[src/rtl/out_capture_fifo_if.sv]
// Port bundle for out_capture_fifo: CPU output strobe, host pop handshake and status.
// Macro OUT_CAPTURE_STAMP_EN adds the rd_stamp signal.
interface out_capture_fifo_if #(
    parameter int WIDTH = 8,
    parameter int DEPTH = 32
);
    localparam int AW = $clog2(DEPTH);

    logic [WIDTH-1:0] O;
    logic             OEnable;
    logic             clear;
    logic             pop;
    logic [WIDTH-1:0] rd_data;
    logic             rd_valid;
    logic [AW:0]      count;
    logic             empty;
    logic             full;
    logic             overflow;
    logic [15:0]      total;
`ifdef OUT_CAPTURE_STAMP_EN
    logic [15:0]      rd_stamp;
`endif

    // Each OEnable-high cycle is one push. A pop sampled with empty low is
    // accepted; rd_data/rd_valid answer it one cycle later. A pop while empty is ignored.
`ifdef OUT_CAPTURE_STAMP_EN
    modport master (output O, OEnable, clear, pop,
                    input  rd_data, rd_valid, count, empty, full, overflow, total, rd_stamp);
    modport slave  (input  O, OEnable, clear, pop,
                    output rd_data, rd_valid, count, empty, full, overflow, total, rd_stamp);
`else
    modport master (output O, OEnable, clear, pop,
                    input  rd_data, rd_valid, count, empty, full, overflow, total);
    modport slave  (input  O, OEnable, clear, pop,
                    output rd_data, rd_valid, count, empty, full, overflow, total);
`endif
endinterface

[src/rtl/out_capture_fifo.sv]
// Captures every CPU output byte strobed by OEnable into a FIFO drained by pop/rd_valid.
// Macro OUT_CAPTURE_STAMP_EN stores a 16-bit cycle stamp alongside each byte.
module out_capture_fifo #(
    parameter int WIDTH = 8,
    parameter int DEPTH = 32
) (
    input  logic              clk,
    input  logic              rst_n,
    out_capture_fifo_if.slave bus
);
    localparam int AW = $clog2(DEPTH);
    localparam logic [AW:0] DEPTH_C = (AW+1)'(DEPTH);

    logic [WIDTH-1:0] mem_q [DEPTH];
    logic [AW-1:0]    wr_ptr_q, wr_ptr_d;
    logic [AW-1:0]    rd_ptr_q, rd_ptr_d;
    logic [AW:0]      count_q, count_d;
    logic             empty_q, empty_d;
    logic             full_q, full_d;
    logic [WIDTH-1:0] rd_data_q, rd_data_d;
    logic             rd_valid_q, rd_valid_d;
    logic             overflow_q, overflow_d;
    logic [15:0]      total_q, total_d;
    logic             pop_ok, push_ok, wr_en;

    // A full FIFO still accepts a push when the same cycle frees a slot.
    always_comb begin
        pop_ok     = bus.pop && !empty_q;
        push_ok    = bus.OEnable && (!full_q || pop_ok);
        wr_en      = push_ok && !bus.clear;
        wr_ptr_d   = wr_ptr_q;
        rd_ptr_d   = rd_ptr_q;
        count_d    = count_q;
        empty_d    = empty_q;
        full_d     = full_q;
        rd_data_d  = rd_data_q;
        rd_valid_d = 1'b0;
        overflow_d = overflow_q;
        total_d    = total_q;
        if (bus.clear) begin
            wr_ptr_d   = '0;
            rd_ptr_d   = '0;
            count_d    = '0;
            empty_d    = 1'b1;
            full_d     = 1'b0;
            overflow_d = 1'b0;
            total_d    = '0;
        end else begin
            if (push_ok) begin
                wr_ptr_d = wr_ptr_q + AW'(1);
                if (total_q != 16'hFFFF) total_d = total_q + 16'd1;
            end else if (bus.OEnable) begin
                overflow_d = 1'b1;
            end
            if (pop_ok) begin
                rd_ptr_d   = rd_ptr_q + AW'(1);
                rd_data_d  = mem_q[rd_ptr_q];
                rd_valid_d = 1'b1;
            end
            case ({push_ok, pop_ok})
                2'b10:   count_d = count_q + (AW+1)'(1);
                2'b01:   count_d = count_q - (AW+1)'(1);
                default: count_d = count_q;
            endcase
            empty_d = (count_d == '0);
            full_d  = (count_d == DEPTH_C);
        end
    end

    always_ff @(posedge clk or negedge rst_n) begin
        if (!rst_n) begin
            wr_ptr_q   <= '0;
            rd_ptr_q   <= '0;
            count_q    <= '0;
            empty_q    <= 1'b1;
            full_q     <= 1'b0;
            rd_data_q  <= '0;
            rd_valid_q <= 1'b0;
            overflow_q <= 1'b0;
            total_q    <= '0;
        end else begin
            wr_ptr_q   <= wr_ptr_d;
            rd_ptr_q   <= rd_ptr_d;
            count_q    <= count_d;
            empty_q    <= empty_d;
            full_q     <= full_d;
            rd_data_q  <= rd_data_d;
            rd_valid_q <= rd_valid_d;
            overflow_q <= overflow_d;
            total_q    <= total_d;
        end
    end

    // Storage is deliberately not reset; the pointers make stale entries unreachable.
    always_ff @(posedge clk) begin
        if (wr_en) mem_q[wr_ptr_q] <= bus.O;
    end

`ifdef OUT_CAPTURE_STAMP_EN
    logic [15:0] stamp_mem_q [DEPTH];
    logic [15:0] cycle_q, cycle_d;
    logic [15:0] rd_stamp_q, rd_stamp_d;

    always_comb begin
        cycle_d    = bus.clear ? 16'd0 : cycle_q + 16'd1;
        rd_stamp_d = (pop_ok && !bus.clear) ? stamp_mem_q[rd_ptr_q] : rd_stamp_q;
    end

    always_ff @(posedge clk or negedge rst_n) begin
        if (!rst_n) begin
            cycle_q    <= '0;
            rd_stamp_q <= '0;
        end else begin
            cycle_q    <= cycle_d;
            rd_stamp_q <= rd_stamp_d;
        end
    end

    always_ff @(posedge clk) begin
        if (wr_en) stamp_mem_q[wr_ptr_q] <= cycle_q;
    end

    assign bus.rd_stamp = rd_stamp_q;
`endif

    assign bus.rd_data  = rd_data_q;
    assign bus.rd_valid = rd_valid_q;
    assign bus.count    = count_q;
    assign bus.empty    = empty_q;
    assign bus.full     = full_q;
    assign bus.overflow = overflow_q;
    assign bus.total    = total_q;
endmodule

[src/flat_wrapper.sv]
// flat-port wrapper written by rule: the top's interface ports become plain ports
module out_capture_fifo_flat 
#(
    parameter int WIDTH = 8,
    parameter int DEPTH = 32
)
  (clk, rst_n, bus_O, bus_OEnable, bus_clear, bus_pop, bus_rd_data, bus_rd_valid, bus_count, bus_empty, bus_full, bus_overflow, bus_total);
  out_capture_fifo_if #(.WIDTH(WIDTH), .DEPTH(DEPTH)) bus_i ();
  input  logic clk;
  input  logic rst_n;
  input wire logic [$bits(bus_i.O)-1:0] bus_O;
  input wire logic [$bits(bus_i.OEnable)-1:0] bus_OEnable;
  input wire logic [$bits(bus_i.clear)-1:0] bus_clear;
  input wire logic [$bits(bus_i.pop)-1:0] bus_pop;
  output wire logic [$bits(bus_i.rd_data)-1:0] bus_rd_data;
  output wire logic [$bits(bus_i.rd_valid)-1:0] bus_rd_valid;
  output wire logic [$bits(bus_i.count)-1:0] bus_count;
  output wire logic [$bits(bus_i.empty)-1:0] bus_empty;
  output wire logic [$bits(bus_i.full)-1:0] bus_full;
  output wire logic [$bits(bus_i.overflow)-1:0] bus_overflow;
  output wire logic [$bits(bus_i.total)-1:0] bus_total;
  assign bus_i.O = bus_O;
  assign bus_i.OEnable = bus_OEnable;
  assign bus_i.clear = bus_clear;
  assign bus_i.pop = bus_pop;
  assign bus_rd_data = bus_i.rd_data;
  assign bus_rd_valid = bus_i.rd_valid;
  assign bus_count = bus_i.count;
  assign bus_empty = bus_i.empty;
  assign bus_full = bus_i.full;
  assign bus_overflow = bus_i.overflow;
  assign bus_total = bus_i.total;
  out_capture_fifo #(.WIDTH(WIDTH), .DEPTH(DEPTH)) u_core (.clk(clk), .rst_n(rst_n), .bus(bus_i));
endmodule
[config.mk]
export PLATFORM = sky130hd
export DESIGN_NAME = out_capture_fifo_flat
export DESIGN_NICKNAME = d
export VERILOG_FILES = /design/src/rtl/out_capture_fifo_if.sv /design/src/rtl/out_capture_fifo.sv /design/src/flat_wrapper.sv
export SDC_FILE = /design/constraint.sdc
export NUM_CORES = 1
export LEC_CHECK = 0
export BUFFER_PORTS_ARGS = -buffer_cell sky130_fd_sc_hd__clkbuf_2
export CORE_AREA = 5 5 172 158
export DETAILED_ROUTE_END_ITERATION = 12
export DIE_AREA = 0 0 177 163
export PLACE_DENSITY = 0.65
export SLEW_MARGIN = 10
export SYNTH_ARGS = -nofsm -noshare
export SYNTH_HDL_FRONTEND = slang
export SYNTH_SLANG_ARGS = --single-unit
[constraint.sdc]
create_clock -name clk -period 2.9 [get_ports clk]
set_input_delay 0.58 -clock clk [delete_from_list [all_inputs] [get_ports clk]]
set_output_delay 0.58 -clock clk [all_outputs]
set_load 0.01 [all_outputs]
Word-level counts from Yosys, hierarchy flattened. Memory sizes are Yosys's and may differ from the RTL's. A register that Yosys moved wholly into a read port is not among the register bits. Index checks and enable logic that the tools add are counted.

Output and inout port bits: 34. Latch bits: 0. Memory bits (read-only): 0. Register bits after elaboration: 36. Memories kept: 1. Logic and storage cells: 55. Bits of input ports: 13. Bits in writable memories: 256.

Equal/unequal tests: 5. Bitwise operators: 1. Reduce and logical (&&, ||, !) cells: 16. $add $sub $neg: 5. Magnitude comparators: 0. Div/mod/pow operators: 0. Multiply operators: 0. Shifts and indexed selects: 0. Multiplexer cells: 19.

Memories: u_core.mem_q (words 32, width 8, rd ports 1, clocked after Yosys merged registers in 1, write ports 1, line out_capture_fifo.sv:14) `logic [WIDTH-1:0] mem_q [DEPTH];`.

Operators by type and width (number): 16-bit two-way mux (3); 5-bit two-way mux (4); 16-bit by 1-bit adder with 16-bit output, second input constant (1); 16-bit inequality test, second input constant (1); 6-bit two-way mux (2); 6-bit case mux with 2 select lines (1); 5-bit by 1-bit adder with 5-bit output, second input constant (2); 1-bit two-way mux (9); 2-bit nonzero test (4); 6-bit by 1-bit adder with 6-bit output, second input constant (1); 6-bit == test, second input constant (1); 6-bit zero test (1); 2-bit AND reduction (3); 6-bit by 1-bit subtractor with 6-bit output, second input constant (1); 1-bit zero test (4); 1-bit logical AND (3); 2-bit by 1-bit == test with 1-bit output, second input constant (1); 2-bit == test, second input constant (1); 2-bit inequality test, second input constant (1); 1-bit logical OR (1); 1-bit inverter (1).

Logic depth before layout (Yosys ltp).
Depth in word-level cells: 9. Depth in mapped cells: 12. Depth with buffers taken out: 11.

Worst setup path after synthesis. OpenSTA, ideal clock, no wires.

Path kind: in2reg. From: input port bus_pop. To: register u_core.empty_q (netlist: u_core.bus.empty). Setup time: 0.097 ns. Setup slack: 0.246 ns. Cell stages on the path: 12. Data required time: 2.803 ns. Path buffers: 1. Arrival: 2.556 ns. Cells stage by stage: nand2b_2 > a21oi_2 > inv_1 > ha_1 > buf_2 > xor2_1 > ha_1 > a21oi_1 > mux2i_1 > xor2_1 > o21ai_0 > o41ai_2.

Cells in the longest elaborated chain, start to end: 8. Elaborated cells between the ends (all ways): 9. Classes of those cells: 2 x eq/ne; 3 x mux; 4 x reduce/logical.

Ends and longest elaborated chain: from (decl) (line flat_wrapper.sv:14) `input wire logic [$bits(bus_i.pop)-1:0] bus_pop;`; 1-bit logical AND * (line out_capture_fifo.sv:28) `pop_ok = bus.pop && !empty_q;`; 1-bit logical OR (line out_capture_fifo.sv:29) `push_ok = bus.OEnable && (!full_q || pop_ok);`; 1-bit logical AND (line out_capture_fifo.sv:29); 2-bit by 1-bit == test with 1-bit output or 2-bit == test (tied branches) (line out_capture_fifo.sv:60) `case ({push_ok, pop_ok})`; 6-bit case mux with 2 select lines * (line out_capture_fifo.sv:60); 6-bit two-way mux * (line out_capture_fifo.sv:40) `if (bus.clear) begin`; 6-bit zero test * (line out_capture_fifo.sv:65) `empty_d = (count_d == '0);`; 1-bit two-way mux * (line out_capture_fifo.sv:40); net u_core.empty_d (line out_capture_fifo.sv:18) `logic empty_q, empty_d;`; to (signal assigned) (line out_capture_fifo.sv:85) `empty_q <= empty_d;`; to (decl) (line out_capture_fifo.sv:18).

Mark *: on every way through the listed nets, which the timed path passes. The rest lies on a longest branch. The select of a mux whose other input is x is not followed. A chain may end at the register's enable or synchronous reset.

Final worst setup path.
From: register u_core.empty_q (netlist: u_core.bus.empty). To: register u_core.empty_q (netlist: u_core.bus.empty).

Cells in the longest elaborated chain, start to end: 9. Elaborated cells between the ends (all ways): 10. Classes of those cells: 2 x eq/ne; 3 x mux; 5 x reduce/logical.

Ends and longest elaborated chain (line): 1-bit zero test * (out_capture_fifo.sv:28); 1-bit logical AND * (out_capture_fifo.sv:28); 1-bit logical OR (out_capture_fifo.sv:29); 1-bit logical AND (out_capture_fifo.sv:29); 2-bit by 1-bit == test with 1-bit output or 2-bit == test (tied branches) (out_capture_fifo.sv:60); 6-bit case mux with 2 select lines * (out_capture_fifo.sv:60); 6-bit two-way mux * (out_capture_fifo.sv:40); 6-bit zero test * (out_capture_fifo.sv:65); 1-bit two-way mux * (out_capture_fifo.sv:40); net u_core.empty_d (out_capture_fifo.sv:18).

Marked as above.

==> results.py <==
metrics = {
    "placement": {
        "dpl.hpwl_mm": 16.4,
        "place_congestion": 0.799,
        "port_buffers": 46,
    },
    "logic_synthesis": {
        "synthArstFlopShare_pct": 14.7,
        "ys_seq_elements": 300,
        "yosysTopAreaCellShare_pct": 62.2,
        "synthFlopType": "edfxtp_1",
        "yosys-top-cells-area": "edfxtp_1 62%, mux4_2 10%, dfrtp_1 8.7%, mux2i_1 2.3%, nor2_1 1.9%",
        "synth_nets": 727,
        "synth_seq_area_share_pct": 71.2,
        "netlist_area_mm2": 0.0124,
        "synth_top_area_cell": "edfxtp_1",
        "synth_edf_count": 256,
        "synth.distinct_cells": 60,
        "syn_avg_cell_area_um2": 17.5,
        "postSynthCellCount": 705,
        "yosys_warnings": 0,
    },
    "cells_and_area": {
        "drive_gt1_share_pct": 26.7,
        "diodes": 0,
        "multiInputGateArea_mm2": 0.00330,
        "n_fill_cell": 1940,
        "nNetsFinal": 816,
        "area_delta_synth_final_pct": 16.0,
        "final_core_util_pct": 56.5,
        "seq_area_mm2": 0.00879,
    },
    "grt": {
        "antenna_found_initial": 0,
        "grt_pass1_vias": 6876,
        "grt_pass1_wl_mm": 40.8,
        "grt_usage_pct": 18.4,
        "grt_max_degree": 33,
        "overflow": 0,
    },
    "drt": {
        "drcViolationCount": 0,
        "drt-vias-per-instance": 5.71,
        "drtPass1Iterations": 5,
        "drt-total-wl_mm": 26.0,
        "drtIter0Drc": 559,
        "route.antenna.remaining_nets": 0,
        "wire_per_inst_um": 22.3,
        "num_vias": 6655,
    },
    "critical_path": {
        "cp.arrival_ns": 3.02,
        "critPathKind": "reg -> reg",
        "required_ns": 3.35,
        "reg2reg_setup_slack_ns": 0.33,
        "cp_max_fo": 5,
        "startpoint_type": "flop",
        "endpoint_kind": "flop",
    },
    "timing": {
        "hold_violations": 0,
        "finalClockSkew_ns": 0.0131,
        "post-route-period-util_pct": 88.8,
        "worstMarginPinSlew_ns": 0.738,
        "final.setup.tns_ns": 0,
        "rsz0062_at_grt": "false",
        "max_freq_ghz": 0.388,
        "slew_headroom_pct": 50.8,
        "drv_slew": 0,
        "min_period_ns": 2.57,
        "setup_violations": 0,
    },
    "floorplanning": {
        "die_h_um": 163,
        "core_mm2": 0.0254,
        "std_cell_rows": 56,
        "io_pins": 47,
        "dieWidth_um": 177,
        "initial_utilization_pct": 48.7,
        "die_area_mm2": 0.0289,
    },
    "clocking": {
        "cts_max_path_buffers": 3,
        "cts.hold.buffers_added": 1,
        "cts_sinks": 300,
        "clk_pin_slew_worst_paths_ns": 0.07,
        "h-tree-depth": 1,
        "cts_resized": 0,
        "clock_latency_ns": 0.55,
        "cts-buffers-inserted": 30,
        "cts_tree": "yes",
        "post_cts_buffers": 0,
        "cts_root_buffer": "clkbuf_16",
    },
    "run": {
        "cap_viol_max_count": 0,
    },
    "min_path": {
        "hp-class": "in -> reg",
    },
    "power_and_ir_drop": {
        "leakage_nw": 4.86,
        "ir_worst_vdd_v": 0.000426,
        "p_per_area_mw_per_mm2": 733,
    },
    "outcome": {
        "outcome": "completed",
    },
}
-- cells by family (layout without fill, tap and decap cells) --
group / count (synthesis) / in the layout / share of synthesized area [%]
compound gates: 85 / 85 / 4.79
xor+xnor: 24 / 24 / 1.70
fa+ha+maj: 9 / 9 / 0.912
buf+inv: 51 / 164 / 2.14
flops: 300 / 300 / 71.2
mux: 85 / 85 / 12.6
simple gates: 151 / 151 / 6.70
-- final timing paths --
path                                          start                   end  depth (start not counted)
worst min register to register  u_core.bus.overflow   u_core.bus.overflow                          2
worst max-delay path               u_core.bus.empty      u_core.bus.empty                         11
worst min-delay path                    bus_OEnable   u_core.bus.overflow                          3
min in group asynchronous                     rst_n  u_core.bus.total[12]                          2
max in group asynchronous                     rst_n      u_core.bus.empty                          3
worst max register to register     u_core.bus.empty      u_core.bus.empty                         11
-- layout by cell type, fill, tap and decap left out, drive strengths merged, types with 9 or more instances in the layout --
cell type / n
a21oi: 32
buf: 48
bufinv: 9
clkbuf: 78
clkinv: 14
dfrtp: 43
edfxtp: 256
ha: 9
inv: 13
mux2i: 28
mux4: 56
nand2: 21
nand3: 13
nor2: 62
nor2b: 10
xnor2: 10
xor2: 14
-- registers in the layout (all words and copies together) (netlist names) --
signal,count
u_core.bus.empty,1
u_core.wr_ptr_q,5
u_core.mem_q,256
u_core.rd_ptr_q,5
u_core.bus.rd_valid,1
u_core.bus.total,16
u_core.bus.rd_data,8
u_core.bus.overflow,1
u_core.bus.count,6
u_core.bus.full,1
-- area by class of cell --
cell class	instances	area share, %
sequential	300	61.4
clock inverter	24	2.37
timing repair buffer	95	4.45
inverter	13	0.340
clock buffer	32	5.44
tap	348	3.04
multi-input combinational	354	23.0
-- synthesized netlist by cell type (all sizes together), types with 2 or more instances --
master	count
edfxtp	256
nor2	62
mux4	56
dfrtp	43
a21oi	32
mux2i	28
buf	24
nand2	21
clkbuf	14
xor2	14
nand3	13
inv	12
nor2b	10
xnor2	10
ha	9
a22o	8
a22oi	8
nor4	8
o221ai	8
o22ai	8
nand4	7
and2	5
nand2b	5
o21ai	5
o211ai	4
or3	4
a31oi	3
and4	3
nor3	3
nor3b	3
a21o	2
nor4b	2
o41ai	2
-- routing by layer --
metal | share of wire [%] | wire [µm] | vias to the layer above | global-route usage [%]
li1 | - | - | 2969 | -
met1 | 43 | 11000 | 3432 | 26.1
met2 | 50 | 13000 | 203 | 30.5
met3 | 4.5 | 1160 | 51 | 2.32
met4 | 2.8 | 724 | 0 | 5.13
met5 | 0 | 0 | - | 0
-- metrics by stage --
stage                     std cells  setup WS (ns)  power, mW  hold slack [ns]  area, µm²
after floorplan                 705          0.246       5.88            0.284      12400
after global placement         1109          0.237       6.26            0.481      13200
after detailed placement       1109          0.170       6.29            0.494      13200
after CTS                      1166          0.335       10.6            0.312      14300
after global routing           1166          0.144       10.9            0.357      14300
final                          1166          0.326       10.5            0.320      14300
-- critical path, cell delays in order (launching register included) --
cell	delay, ns
dfstp_2	0.37
nand2b_2	0.22
a21oi_2	0.17
inv_1	0.09
ha_1	0.21
xor2_1	0.16
ha_1	0.23
a21oi_1	0.15
mux2i_1	0.24
xor2_1	0.23
o21ai_0	0.19
o41ai_2	0.22
-- power by group --
group | total, mW | switching, mW | internal (mW)
clock network | 4.32 | 1.58 | 2.73
registers | 4.96 | 0.161 | 4.80
logic | 1.22 | 0.626 | 0.597
total | 10.5 | 2.37 | 8.13
(Power assumes the default switching activity.)
